==> src/rtl/two_port_mem_arb_pkg.sv <==
// Shared types and helpers for the two-port memory arbiter.
// Optional bypass feature elsewhere is enabled by TWO_PORT_MEM_ARB_BYPASS_EN.
package two_port_mem_arb_pkg;

  localparam int N_REQ_DEFAULT = 4;
  localparam int MAX_REQ       = 8;

  typedef logic [N_REQ_DEFAULT-1:0] req_vec_t;

  // Index width for n requesters; never below one bit.
  function automatic int idw_of(input int n);
    return (n > 1) ? $clog2(n) : 1;
  endfunction

  function automatic logic [2:0] onehot2idx(input logic [MAX_REQ-1:0] oh);
    logic [2:0] idx;
    idx = '0;
    for (int i = 0; i < MAX_REQ; i++) begin
      if (oh[i]) idx = idx | 3'(i);
    end
    return idx;
  endfunction

endpackage

==> src/rtl/two_port_mem_arb_rr_arbiter.sv <==
// Round-robin arbiter: search begins at the pointer and wraps; pointer moves
// one past the winner on every grant and holds otherwise.
module rr_arbiter
  import two_port_mem_arb_pkg::*;
#(
  parameter int N_REQ = 4,
  parameter int IDW   = 2
) (
  input  logic             clk,
  input  logic             rst_n,
  input  logic [N_REQ-1:0] req_i,
  output logic [N_REQ-1:0] gnt_o,
  output logic [IDW-1:0]   idx_o,
  output logic             any_o
);

  logic [IDW-1:0]   ptr_q;
  logic [IDW-1:0]   ptr_d;
  logic [N_REQ-1:0] gnt;
  logic [IDW:0]     cand;
  logic             found;

  always_comb begin
    gnt   = '0;
    found = 1'b0;
    cand  = '0;
    for (int o = 0; o < N_REQ; o++) begin
      cand = {1'b0, ptr_q} + (IDW+1)'(o);
      if (cand >= (IDW+1)'(N_REQ)) cand = cand - (IDW+1)'(N_REQ);
      if (!found && req_i[cand[IDW-1:0]]) begin
        gnt[cand[IDW-1:0]] = 1'b1;
        found              = 1'b1;
      end
    end
    // Nothing is granted while reset is held, even with requests pending.
    if (!rst_n) gnt = '0;
  end

  assign gnt_o = gnt;
  assign any_o = |gnt;
  assign idx_o = IDW'(onehot2idx(MAX_REQ'(gnt)));

  always_comb begin
    ptr_d = ptr_q;
    if (any_o) begin
      ptr_d = (idx_o == IDW'(N_REQ - 1)) ? '0 : idx_o + 1'b1;
    end
  end

  always_ff @(posedge clk) begin
    if (!rst_n) ptr_q <= '0;
    else        ptr_q <= ptr_d;
  end

endmodule

==> src/rtl/two_port_mem_arb.sv <==
// Shares one two-port memory among N_REQ clients with independent round-robin
// arbitration per port. Define TWO_PORT_MEM_ARB_BYPASS_EN for write-first reads.
module two_port_mem_arb
  import two_port_mem_arb_pkg::*;
#(
  parameter  int N_REQ      = 4,
  parameter  int BIT_LENGTH = 64,
  parameter  int DEPTH      = 16,
  localparam int AW         = idw_of(DEPTH),
  localparam int IDW        = idw_of(N_REQ)
) (
  input  logic                    clk,
  input  logic                    rst_n,
  input  logic [N_REQ-1:0]        wr_req,
  input  logic [N_REQ*AW-1:0]     wr_addr,
  input  logic [N_REQ*BIT_LENGTH-1:0] wr_data,
  output logic [N_REQ-1:0]        wr_gnt,
  input  logic [N_REQ-1:0]        rd_req,
  input  logic [N_REQ*AW-1:0]     rd_addr,
  output logic [N_REQ-1:0]        rd_gnt,
  output logic                    rd_rvalid,
  output logic [IDW-1:0]          rd_rid,
  output logic [BIT_LENGTH-1:0]   rd_rdata,
  output logic [AW-1:0]           mem_addra,
  output logic [BIT_LENGTH-1:0]   mem_dina,
  output logic                    mem_wea,
  output logic [AW-1:0]           mem_addrb,
  output logic                    mem_enb,
  input  logic [BIT_LENGTH-1:0]   mem_doutb
);

  logic [AW-1:0]         wr_addr_arr [N_REQ];
  logic [BIT_LENGTH-1:0] wr_data_arr [N_REQ];
  logic [AW-1:0]         rd_addr_arr [N_REQ];

  for (genvar gi = 0; gi < N_REQ; gi++) begin : g_unpack
    assign wr_addr_arr[gi] = wr_addr[gi*AW +: AW];
    assign wr_data_arr[gi] = wr_data[gi*BIT_LENGTH +: BIT_LENGTH];
    assign rd_addr_arr[gi] = rd_addr[gi*AW +: AW];
  end

  logic [IDW-1:0] wr_idx;
  logic [IDW-1:0] rd_idx;
  logic           wr_any;
  logic           rd_any;

  rr_arbiter #(.N_REQ(N_REQ), .IDW(IDW)) u_wr_arb (
    .clk   (clk),
    .rst_n (rst_n),
    .req_i (wr_req),
    .gnt_o (wr_gnt),
    .idx_o (wr_idx),
    .any_o (wr_any)
  );

  rr_arbiter #(.N_REQ(N_REQ), .IDW(IDW)) u_rd_arb (
    .clk   (clk),
    .rst_n (rst_n),
    .req_i (rd_req),
    .gnt_o (rd_gnt),
    .idx_o (rd_idx),
    .any_o (rd_any)
  );

  // Idle ports drive zeros so the memory inputs stay quiet.
  always_comb begin
    mem_wea   = wr_any;
    mem_addra = wr_any ? wr_addr_arr[wr_idx] : '0;
    mem_dina  = wr_any ? wr_data_arr[wr_idx] : '0;
    mem_enb   = rd_any;
    mem_addrb = rd_any ? rd_addr_arr[rd_idx] : '0;
  end

  logic           rvalid_q;
  logic [IDW-1:0] rid_q;

  always_ff @(posedge clk) begin
    if (!rst_n) begin
      rvalid_q <= 1'b0;
      rid_q    <= '0;
    end else begin
      rvalid_q <= rd_any;
      if (rd_any) rid_q <= rd_idx;
    end
  end

  // A read granted just before reset must not surface while reset is held.
  assign rd_rvalid = rvalid_q & rst_n;
  assign rd_rid    = rid_q;

`ifdef TWO_PORT_MEM_ARB_BYPASS_EN
  logic                  byp_q;
  logic [BIT_LENGTH-1:0] byp_data_q;

  always_ff @(posedge clk) begin
    if (!rst_n) begin
      byp_q      <= 1'b0;
      byp_data_q <= '0;
    end else begin
      byp_q <= wr_any && rd_any && (mem_addra == mem_addrb);
      if (wr_any && rd_any && (mem_addra == mem_addrb)) byp_data_q <= mem_dina;
    end
  end

  assign rd_rdata = byp_q ? byp_data_q : mem_doutb;
`else
  assign rd_rdata = mem_doutb;
`endif

endmodule

==> config.mk <==
export PLATFORM = sky130hd
export DESIGN_NAME = two_port_mem_arb
export DESIGN_NICKNAME = d
export VERILOG_FILES = /design/src/rtl/two_port_mem_arb_pkg.sv /design/src/rtl/two_port_mem_arb_rr_arbiter.sv /design/src/rtl/two_port_mem_arb.sv
export SDC_FILE = /design/constraint.sdc
export NUM_CORES = 1
export LEC_CHECK = 0
export CORE_AREA = 2 2 197 199
export DETAILED_ROUTE_END_ITERATION = 8
export DIE_AREA = 0 0 199 201
export PLACE_DENSITY = 0.44
export RECOVER_POWER = 100
export SETUP_SLACK_MARGIN = 0.02
export SYNTH_ARGS = -nofsm -noshare
export SYNTH_HDL_FRONTEND = slang
export SYNTH_SLANG_ARGS = --single-unit
==> constraint.sdc <==
create_clock -name clk -period 5.1 [get_ports clk]
set_input_delay 1.02 -clock clk [delete_from_list [all_inputs] [get_ports clk]]
set_output_delay 1.02 -clock clk [all_outputs]
set_load 0.1 [all_outputs]
==> results of run 1 <==
-- metrics by stage --
| stage | setup TNS [ps] | instance area [um^2] | hold slack, ps | cells |
|---|---|---|---|---|
| 5_1_grt | 0 | 10650 | 487.6 | 1397 |
| 2_1_floorplan | -5280 | 5029 | 685.8 | 503 |
| 4_1_cts | 0 | 10940 | 471.0 | 1390 |
| 6_report | 0 | 10650 | 461.1 | 1398 |
| 3_5_place_dp | -3304 | 10420 | 460.0 | 1362 |
| 3_3_place_gp | -1868 | 10420 | 454.9 | 1362 |
-- synthesized netlist by cell type, types with 2 or more instances --
cell                        count
sky130_fd_sc_hd__mux2i_1       84
sky130_fd_sc_hd__buf_4         71
sky130_fd_sc_hd__nor2_1        66
sky130_fd_sc_hd__nor3_1        63
sky130_fd_sc_hd__a2111oi_2     55
sky130_fd_sc_hd__buf_2         17
sky130_fd_sc_hd__ha_1          14
sky130_fd_sc_hd__a21oi_1       10
sky130_fd_sc_hd__clkbuf_1      10
sky130_fd_sc_hd__inv_1         10
sky130_fd_sc_hd__mux4_2         8
sky130_fd_sc_hd__o22ai_1        8
sky130_fd_sc_hd__a2111oi_1      7
sky130_fd_sc_hd__dfxtp_1        7
sky130_fd_sc_hd__nand2_1        6
sky130_fd_sc_hd__buf_6          5
sky130_fd_sc_hd__clkbuf_2       5
sky130_fd_sc_hd__a211oi_1       4
sky130_fd_sc_hd__a22oi_1        4
sky130_fd_sc_hd__and2_1         4
sky130_fd_sc_hd__nand3b_1       4
sky130_fd_sc_hd__nor2b_1        4
sky130_fd_sc_hd__or2_2          4
sky130_fd_sc_hd__a22o_1         3
sky130_fd_sc_hd__buf_1          3
sky130_fd_sc_hd__a41oi_1        2
sky130_fd_sc_hd__nor3b_1        2
sky130_fd_sc_hd__o21a_1         2
sky130_fd_sc_hd__o21ai_0        2
sky130_fd_sc_hd__o2bb2ai_1      2
sky130_fd_sc_hd__o31a_1         2
-- worst max-delay path by stage --
stage                         endpoint  cells after the start
after global placement    mem_dina[52]                     11
final                     mem_dina[25]                     12
after global routing      mem_addrb[1]                     10
after CTS                 mem_dina[52]                     13
after detailed placement  mem_dina[52]                     11
after floorplan           mem_dina[50]                      7
-- flip-flops by register name, summed over array words and instances (netlist names) --
| name | count |
|---|---|
| rd_rid | 2 |
| rvalid_q | 1 |
| u_rd_arb.ptr_q | 2 |
| u_wr_arb.ptr_q | 2 |
-- metal layers --
metal,up-vias,share of wire
met5,-,0.00045
met4,2,0.014
met3,20,0.094
met2,289,0.52
met1,2590,0.38
li1,2626,-
-- cell type report --
cell class,count,area share
Timing Repair Buffer,482,0.5199
Inverter,10,0.003877
Tap cell,518,0.06086
Sequential cell,7,0.01328
Clock buffer,3,0.007050
Multi-Input combinational cell,375,0.3941
Clock inverter,1,0.0004700
Antenna cell,2,0.0004700
-- timing repair --
action | 4_1_cts | 5_1_grt
setup endpoints to repair | 64 | 66
resized for setup | 19 | 15
setup buffers | 19 | 5
pin swaps | 20 | 23
gates cloned | 5 | 1
endpoints found under the hold margin | 0 | 0
-- worst register-to-register path: stages (launching register included) --
cell	delay, ps
sky130_fd_sc_hd__dfxtp_1	480
sky130_fd_sc_hd__inv_1	180
sky130_fd_sc_hd__ha_1	360
sky130_fd_sc_hd__mux4_2	580
sky130_fd_sc_hd__nor4b_1	340
sky130_fd_sc_hd__clkbuf_1	210
sky130_fd_sc_hd__a22oi_1	200
sky130_fd_sc_hd__a21oi_4	170
sky130_fd_sc_hd__clkbuf_1	240
sky130_fd_sc_hd__nor2_1	60
sky130_fd_sc_hd__o31a_1	240
-- logic make-up after synthesis --
logic type | after synthesis | share of synthesized area
AOI/OAI and AO/OA | 111 | 0.3073
adders and majority gates | 14 | 0.04206
buffers and inverters | 121 | 0.1886
DFF | 7 | 0.03364
muxes | 92 | 0.2451
and+or+nand+nor | 158 | 0.1832
==> results.md, run 1 <==
* Status: complete, no violations
* R2R Path End: u_rd_arb.ptr_q[1]
* Sort of element at the start of the critical path: input pin
* Total Wirelength at approximately 27 mm
* Final critical-path required period at 4967 ps
* Hold path endpoint: rd_rid[1]
* Count of hold buffers inserted by post-cts repair at 0
* Number of buffer and inverter instances along the worst setup path at 6
* TritonCTS clock tree: yes
* Sequential cell area fraction in the yosys report at 0.03364
* Ys async rst share at 0
* Total clock buffers created by CTS at 3
* Ratio of cells with drive above 1 in the final layout at 0.3246
* Clock Tree Buf Depth at 2
* Storage element area at about 140 um^2
* Largest net degree at the start of global routing at 37
* Main synth FF type: sky130_fd_sc_hd__dfxtp_1
* Initial antenna violation count at 2
* Number of hold-slack violations in the final timing report at 0
* Final ANT Viol Nets at 0
* Required @ worst endpoint at 4080 ps
* Std cell rows at a little over 70
* Synthesis Warnings at 0
* Maximum capacitance violations at 0
* Register-to-register setup slack at 1920 ps
* Worst Skew at 0.2736 ps
* Number of primary I/O pins at approximately 510
* Slowest cell on the critical path: sky130_fd_sc_hd__mux4_2
* Via count of the first global-routing pass at 5926
* Fillcell total at 4037
* Setup repair after global routing missed its margin: no
* Endpoint kind of the worst setup timing path: output port
* Worst-Skew Late Latency at between 200 and 250 ps
* Total standard cell area after synthesis at around 0.0042 mm^2
* Max Fanout on Critical Path at 12
* Critical setup path kind: in -> out
* Root buffer cell: sky130_fd_sc_hd__clkbuf_16
* Leading cell type in the layout, fill and taps excluded: sky130_fd_sc_hd__clkdlybuf4s50_1
* Largest delay contributor family on the critical path: buffers and inverters
* Wire length of the first global-routing pass at 38.23 mm
* Cell taking the most area after synthesis: sky130_fd_sc_hd__mux2i_1
* Number of buffers added on ports at around 380
* Number of enable flip-flop cells after synthesis at 0
* Overall die height at about 200 um
* Utilization of the core after routing at 0.2795
* DRC violations left at 0
* Slew margin rel. at 0.1831
* Floorplan core area at approximately 0.038 mm^2
* Proportion of netlist area held by the largest area contributor at 0.2019
* Detail Placement HPWL at 21.05 mm
* Maximum operating frequency at 201.3 MHz
* Via total after detailed routing at approximately 5500
* Post-layout worst setup margin at ~130 ps
* Remaining global-route overflow at 0
* Wire per inst at between 15 and 20 um
* H-tree level count at 1
* Area taken by multi-input logic gates at 0.004197 mm^2
* Post-Synthesis Net Count at 879
* Cell count after synthesis at approximately 500
* Min-Delay Startpoint: rd_rid[1]
* Commonest non-fill, non-tap cells in the layout: sky130_fd_sc_hd__clkdlybuf4s50_1, sky130_fd_sc_hd__mux2i_1, sky130_fd_sc_hd__buf_12
* Startpoint of the worst-slack reg-to-reg timing path: u_rd_arb.ptr_q[1]
* Placer Congestion at 0.7687
* Area contributors post-synth: sky130_fd_sc_hd__mux2i_1, sky130_fd_sc_hd__a2111oi_2, sky130_fd_sc_hd__buf_4
* Number of search-and-repair iterations in the first detailed-routing pass at 4
* Worst setup path startpoint: wr_req[3]
* Setup violators final at 0
* Met1 layer usage reported by global route at 0.1368
* Chain of cells forming the critical path: clkdlybuf4s15_1, mux4_2, buf_4, nor3b_1, a221oi_4, buf_6, a21oi_4, buf_12, bufbuf_16, nor3_1, a2111oi_4, clkbuf_4
* Met2 global-route usage at 0.2389
* Starting Density at 0.1093
* Gr usage total at 0.1263
* CTS clk-pin slew, worst paths at ~40 ps
* Full die area at roughly 0.04 mm^2
* GRT met3 Usage at 0.04150
* Mean number of vias per cell at about 4.0
* Post-route clock period utilization at 0.9739
* Number of nets in the final layout at approximately 1300
* Cells on worst reg2reg path at 10
* Slew at the pin closest to its max-slew limit at between 1000 and 1500 ps
* CTS Sinks at 7
* Classification of the worst-slack hold path: reg -> reg
* Worst hold path cell count at 2
* Peak-usage layer in the global routing report: met2
* Count of different cell masters after synthesis at between 40 and 50
* FF+latch count, synth at 7
* Number of max-slew violations in the final report at 0
* Peak per-stage delay on the critical path at 560 ps
* Average cell area after synthesis at just over 8 um^2
* Setup slack after placement at -161.8 ps
* DR iter-0 viols at between 90 and 100
* Area growth from synthesis to final layout at 155.7%
* Die width at just under 200 um
* Data arrival time of the critical path at 3950 ps
Power of run 1 is left out: the tool's default activity adds up to more than one toggle a clock period on the data nets, which glitch-free logic cannot reach.
==> run 2: changes to the inputs <==
--- a/config.mk
+++ b/config.mk
@@ -11,6 +11,7 @@
 export PLACE_DENSITY = 0.44
 export RECOVER_POWER = 100
 export SETUP_SLACK_MARGIN = 0.02
+export SLEW_MARGIN = 10
 export SYNTH_ARGS = -nofsm -noshare
 export SYNTH_HDL_FRONTEND = slang
 export SYNTH_SLANG_ARGS = --single-unit
==> results of run 2 <==
Same layout as run 1: the final DEF is identical, and so are final timing and power.
Power of run 2 is left out for the same reason.
==> run 3: changes to the inputs <==
--- a/config.mk
+++ b/config.mk
@@ -10,7 +10,6 @@
 export DIE_AREA = 0 0 199 201
 export PLACE_DENSITY = 0.44
 export RECOVER_POWER = 100
-export SETUP_SLACK_MARGIN = 0.02
 export SLEW_MARGIN = 10
 export SYNTH_ARGS = -nofsm -noshare
 export SYNTH_HDL_FRONTEND = slang
==> run 3 against run 2 <==
  * Via count decreased by 0.18%
  * Maximum frequency barely moved
  * Routed wire length decreased by 0.22%
  * First-iteration DRC count grew 3.2%
  * Sequential share of layout area about the same
  * Utilization rose by 0.38 points
  * Flip-flop and latch count stayed put
  * Clock skew barely moved
  * Largest cell class unchanged
==> results.md, run 3 (synthesis gave the netlist of run 1 again) <==
* Initial antenna violation count at 2 (unchanged)
* Endpoint kind of the worst setup timing path: output port (unchanged)
* Number of nets in the final layout at 1258 (was 1255)
* Maximum operating frequency at 201.4 MHz (was 201.3 MHz)
* Number of primary I/O pins at 511 (unchanged)
* Utilization of the core after routing at 0.2832 (was 0.2795)
* Placer Congestion at 0.7687 (unchanged)
* DRC violations left at 0 (unchanged)
* R2R Path End: u_wr_arb.ptr_q[1] (was u_rd_arb.ptr_q[1])
* Cell repeated most along the worst path: sky130_fd_sc_hd__buf_4
* Mean number of vias per cell at 3.938 (was 3.954)
* Number of search-and-repair iterations in the first detailed-routing pass at 4 (unchanged)
* Classification of the worst-slack hold path: reg -> reg (unchanged)
* Final ANT Viol Nets at 0 (unchanged)
* Slew margin rel. at 0.1831 (unchanged)
* Min-Delay Startpoint: rd_rid[1] (unchanged)
* Via total after detailed routing at 5517 (was 5527)
* Number of hold-slack violations in the final timing report at 0 (unchanged)
* Total clock buffers created by CTS at 3 (unchanged)
* Via count of the first global-routing pass at 5926 (unchanged)
* WHS at 461.1 ps (about the same)
* Floorplan core area at 0.03811 mm^2 (unchanged)
* Worst Skew at 0.2537 ps (was 0.2736 ps)
* Largest net degree at the start of global routing at 37 (unchanged)
* Count of hold buffers inserted by post-cts repair at 0 (unchanged)
* Hold path endpoint: rd_rid[1] (unchanged)
* Peak per-stage delay on the critical path at 550 ps (was 560 ps)
* Detail Placement HPWL at 21.05 mm (unchanged)
* Area growth from synthesis to final layout at 159.1% (was 155.7%)
* Leading cell type in the layout, fill and taps excluded: sky130_fd_sc_hd__clkdlybuf4s50_1 (unchanged)
* Slowest cell on the critical path: sky130_fd_sc_hd__mux4_2 (unchanged)
* Clock Tree Buf Depth at 2 (unchanged)
* Worst hold path cell count at 2 (unchanged)
* DR iter-0 viols at 98 (was 95)
* Die width at 199 um (unchanged)
* Wire per inst at 19.17 um (was 19.26 um)
* Root buffer cell: sky130_fd_sc_hd__clkbuf_16 (unchanged)
* Chain of cells forming the critical path: clkdlybuf4s15_1, mux4_2, nor4b_4, nand2_2, a41oi_4, buf_8, buf_4, mux2i_1, a2111oi_4, buf_4 (was clkdlybuf4s15_1, mux4_2, buf_4, nor3b_1, a221oi_4, buf_6, a21oi_4, buf_12, bufbuf_16, nor3_1, a2111oi_4, clkbuf_4)
* Worst-Skew Late Latency at 230 ps (about the same)
* Remaining global-route overflow at 0 (unchanged)
* CTS clk-pin slew, worst paths at 40 ps (about the same)
* Fillcell total at 4024 (was 4037)
* Setup violators final at 0 (unchanged)
* Full die area at 0.04000 mm^2 (unchanged)
* Critical setup path kind: in -> out (unchanged)
* Sort of element at the start of the critical path: input pin (unchanged)
* Startpoint of the worst-slack reg-to-reg timing path: u_wr_arb.ptr_q[1] (was u_rd_arb.ptr_q[1])
* Gr usage total at 0.1263 (unchanged)
* TritonCTS clock tree: yes (unchanged)
* Starting Density at 0.1093 (unchanged)
* Setup repair after global routing missed its margin: no (unchanged)
* Number of buffer and inverter instances along the worst setup path at 4 (was 6)
* Status: complete, no violations (unchanged)
* Ratio of cells with drive above 1 in the final layout at 0.3235 (was 0.3246)
* Max Fanout on Critical Path at 8 (was 12)
* Number of max-slew violations in the final report at 0 (unchanged)
* Number of buffers added on ports at 382 (unchanged)
* Cells on worst reg2reg path at 11 (was 10)
* Post-route clock period utilization at 0.9737 (was 0.9739)
* Slew at the pin closest to its max-slew limit at 1231 ps (about the same)
* Commonest non-fill, non-tap cells in the layout: sky130_fd_sc_hd__clkdlybuf4s50_1, sky130_fd_sc_hd__buf_12, sky130_fd_sc_hd__mux2i_1 (was sky130_fd_sc_hd__clkdlybuf4s50_1, sky130_fd_sc_hd__mux2i_1, sky130_fd_sc_hd__buf_12)
* Data arrival time of the critical path at 3950 ps (about the same)
* Wire length of the first global-routing pass at 38.23 mm (unchanged)
* Required @ worst endpoint at 4080 ps (about the same)
* Overall die height at 201 um (unchanged)
* CTS Sinks at 7 (unchanged)
* Total Wirelength at 26.86 mm (was 26.92 mm)
* Largest delay contributor family on the critical path: buffers and inverters (unchanged)
* Register-to-register setup slack at 1910 ps (was 1920 ps)
* Std cell rows at 72 (unchanged)
* H-tree level count at 1 (unchanged)
* Final critical-path required period at 4966 ps (was 4967 ps)
* Maximum capacitance violations at 0 (unchanged)
run 3: changes by cell type in the layout (fill, tap and decap cells not counted), moves of 2 or more:
| cell | previous run | this run |
|---|---|---|
| sky130_fd_sc_hd__buf_4 | 72 | 67 |
| sky130_fd_sc_hd__a2111oi_2 | 7 | 5 |
| sky130_fd_sc_hd__mux2i_1 | 82 | 84 |
| sky130_fd_sc_hd__and2_0 | 2 | 0 |
| sky130_fd_sc_hd__and2_1 | 2 | 4 |
| sky130_fd_sc_hd__mux2i_2 | 2 | 0 |
| sky130_fd_sc_hd__a2111oi_4 | 55 | 57 |
| sky130_fd_sc_hd__buf_12 | 77 | 86 |
run 3: worst max path at each step:
stage          startpoint           end  slack, ps  depth (start not counted)
2_1_floorplan   wr_req[3]  mem_dina[50]       -650                          7
3_3_place_gp    wr_req[3]  mem_dina[52]       -160                         11
3_5_place_dp    wr_req[3]  mem_dina[52]       -160                         11
4_1_cts         wr_req[1]  mem_dina[52]         70                         13
5_1_grt         wr_req[2]  mem_dina[48]          2                         10
6_report        wr_req[2]  mem_dina[48]        130                         10
run 3: repair_timing:
action | 4_1_cts | 5_1_grt
setup endpoints to repair | 60 | 52
pin swaps | 20 | 20
gates resized for setup | 19 | 14
cloned | 5 | 1
buffers inserted | 19 | 8
run 3: cell type report:
class,count,area [um^2],share of cell area
sequential,7,141.4,0.01310
inverter,10,41.29,0.003826
clock buffer,3,75.07,0.006956
antenna,2,5.005,0.0004637
timing repair buffer,485,5668,0.5252
clock inverter,1,5.005,0.0004637
tap,518,648.1,0.06005
multi-input combinational,375,4209,0.3900
run 3: stage by stage:
| step | setup slack [ps] | instance area, um^2 | instances | setup TNS [ps] |
|---|---|---|---|---|
| 4_1_cts | 71.84 | 10940 | 1390 | 0 |
| 3_3_place_gp | -160.0 | 10420 | 1362 | -1868 |
| 6_report | 134.2 | 10790 | 1401 | 0 |
| 3_5_place_dp | -161.8 | 10420 | 1362 | -3304 |
| 5_1_grt | 1.549 | 10790 | 1400 | 0 |
| 2_1_floorplan | -647.6 | 5029 | 503 | -5280 |
run 3: layer usage:
layer  up-vias  wire [um]  GRT usage
met5         -         12          0
met4         2        374    0.02052
met3        20       2569    0.04150
met2       281      13950     0.2389
met1      2581       9954     0.1368
li1       2633          -          -
run 3: worst min-delay path, stage by stage (launching register included):
cell and delay (ps):
sky130_fd_sc_hd__dfxtp_1 300, sky130_fd_sc_hd__nand2_1 50, sky130_fd_sc_hd__o21ai_0 60
Power of run 3 is left out for the same reason.
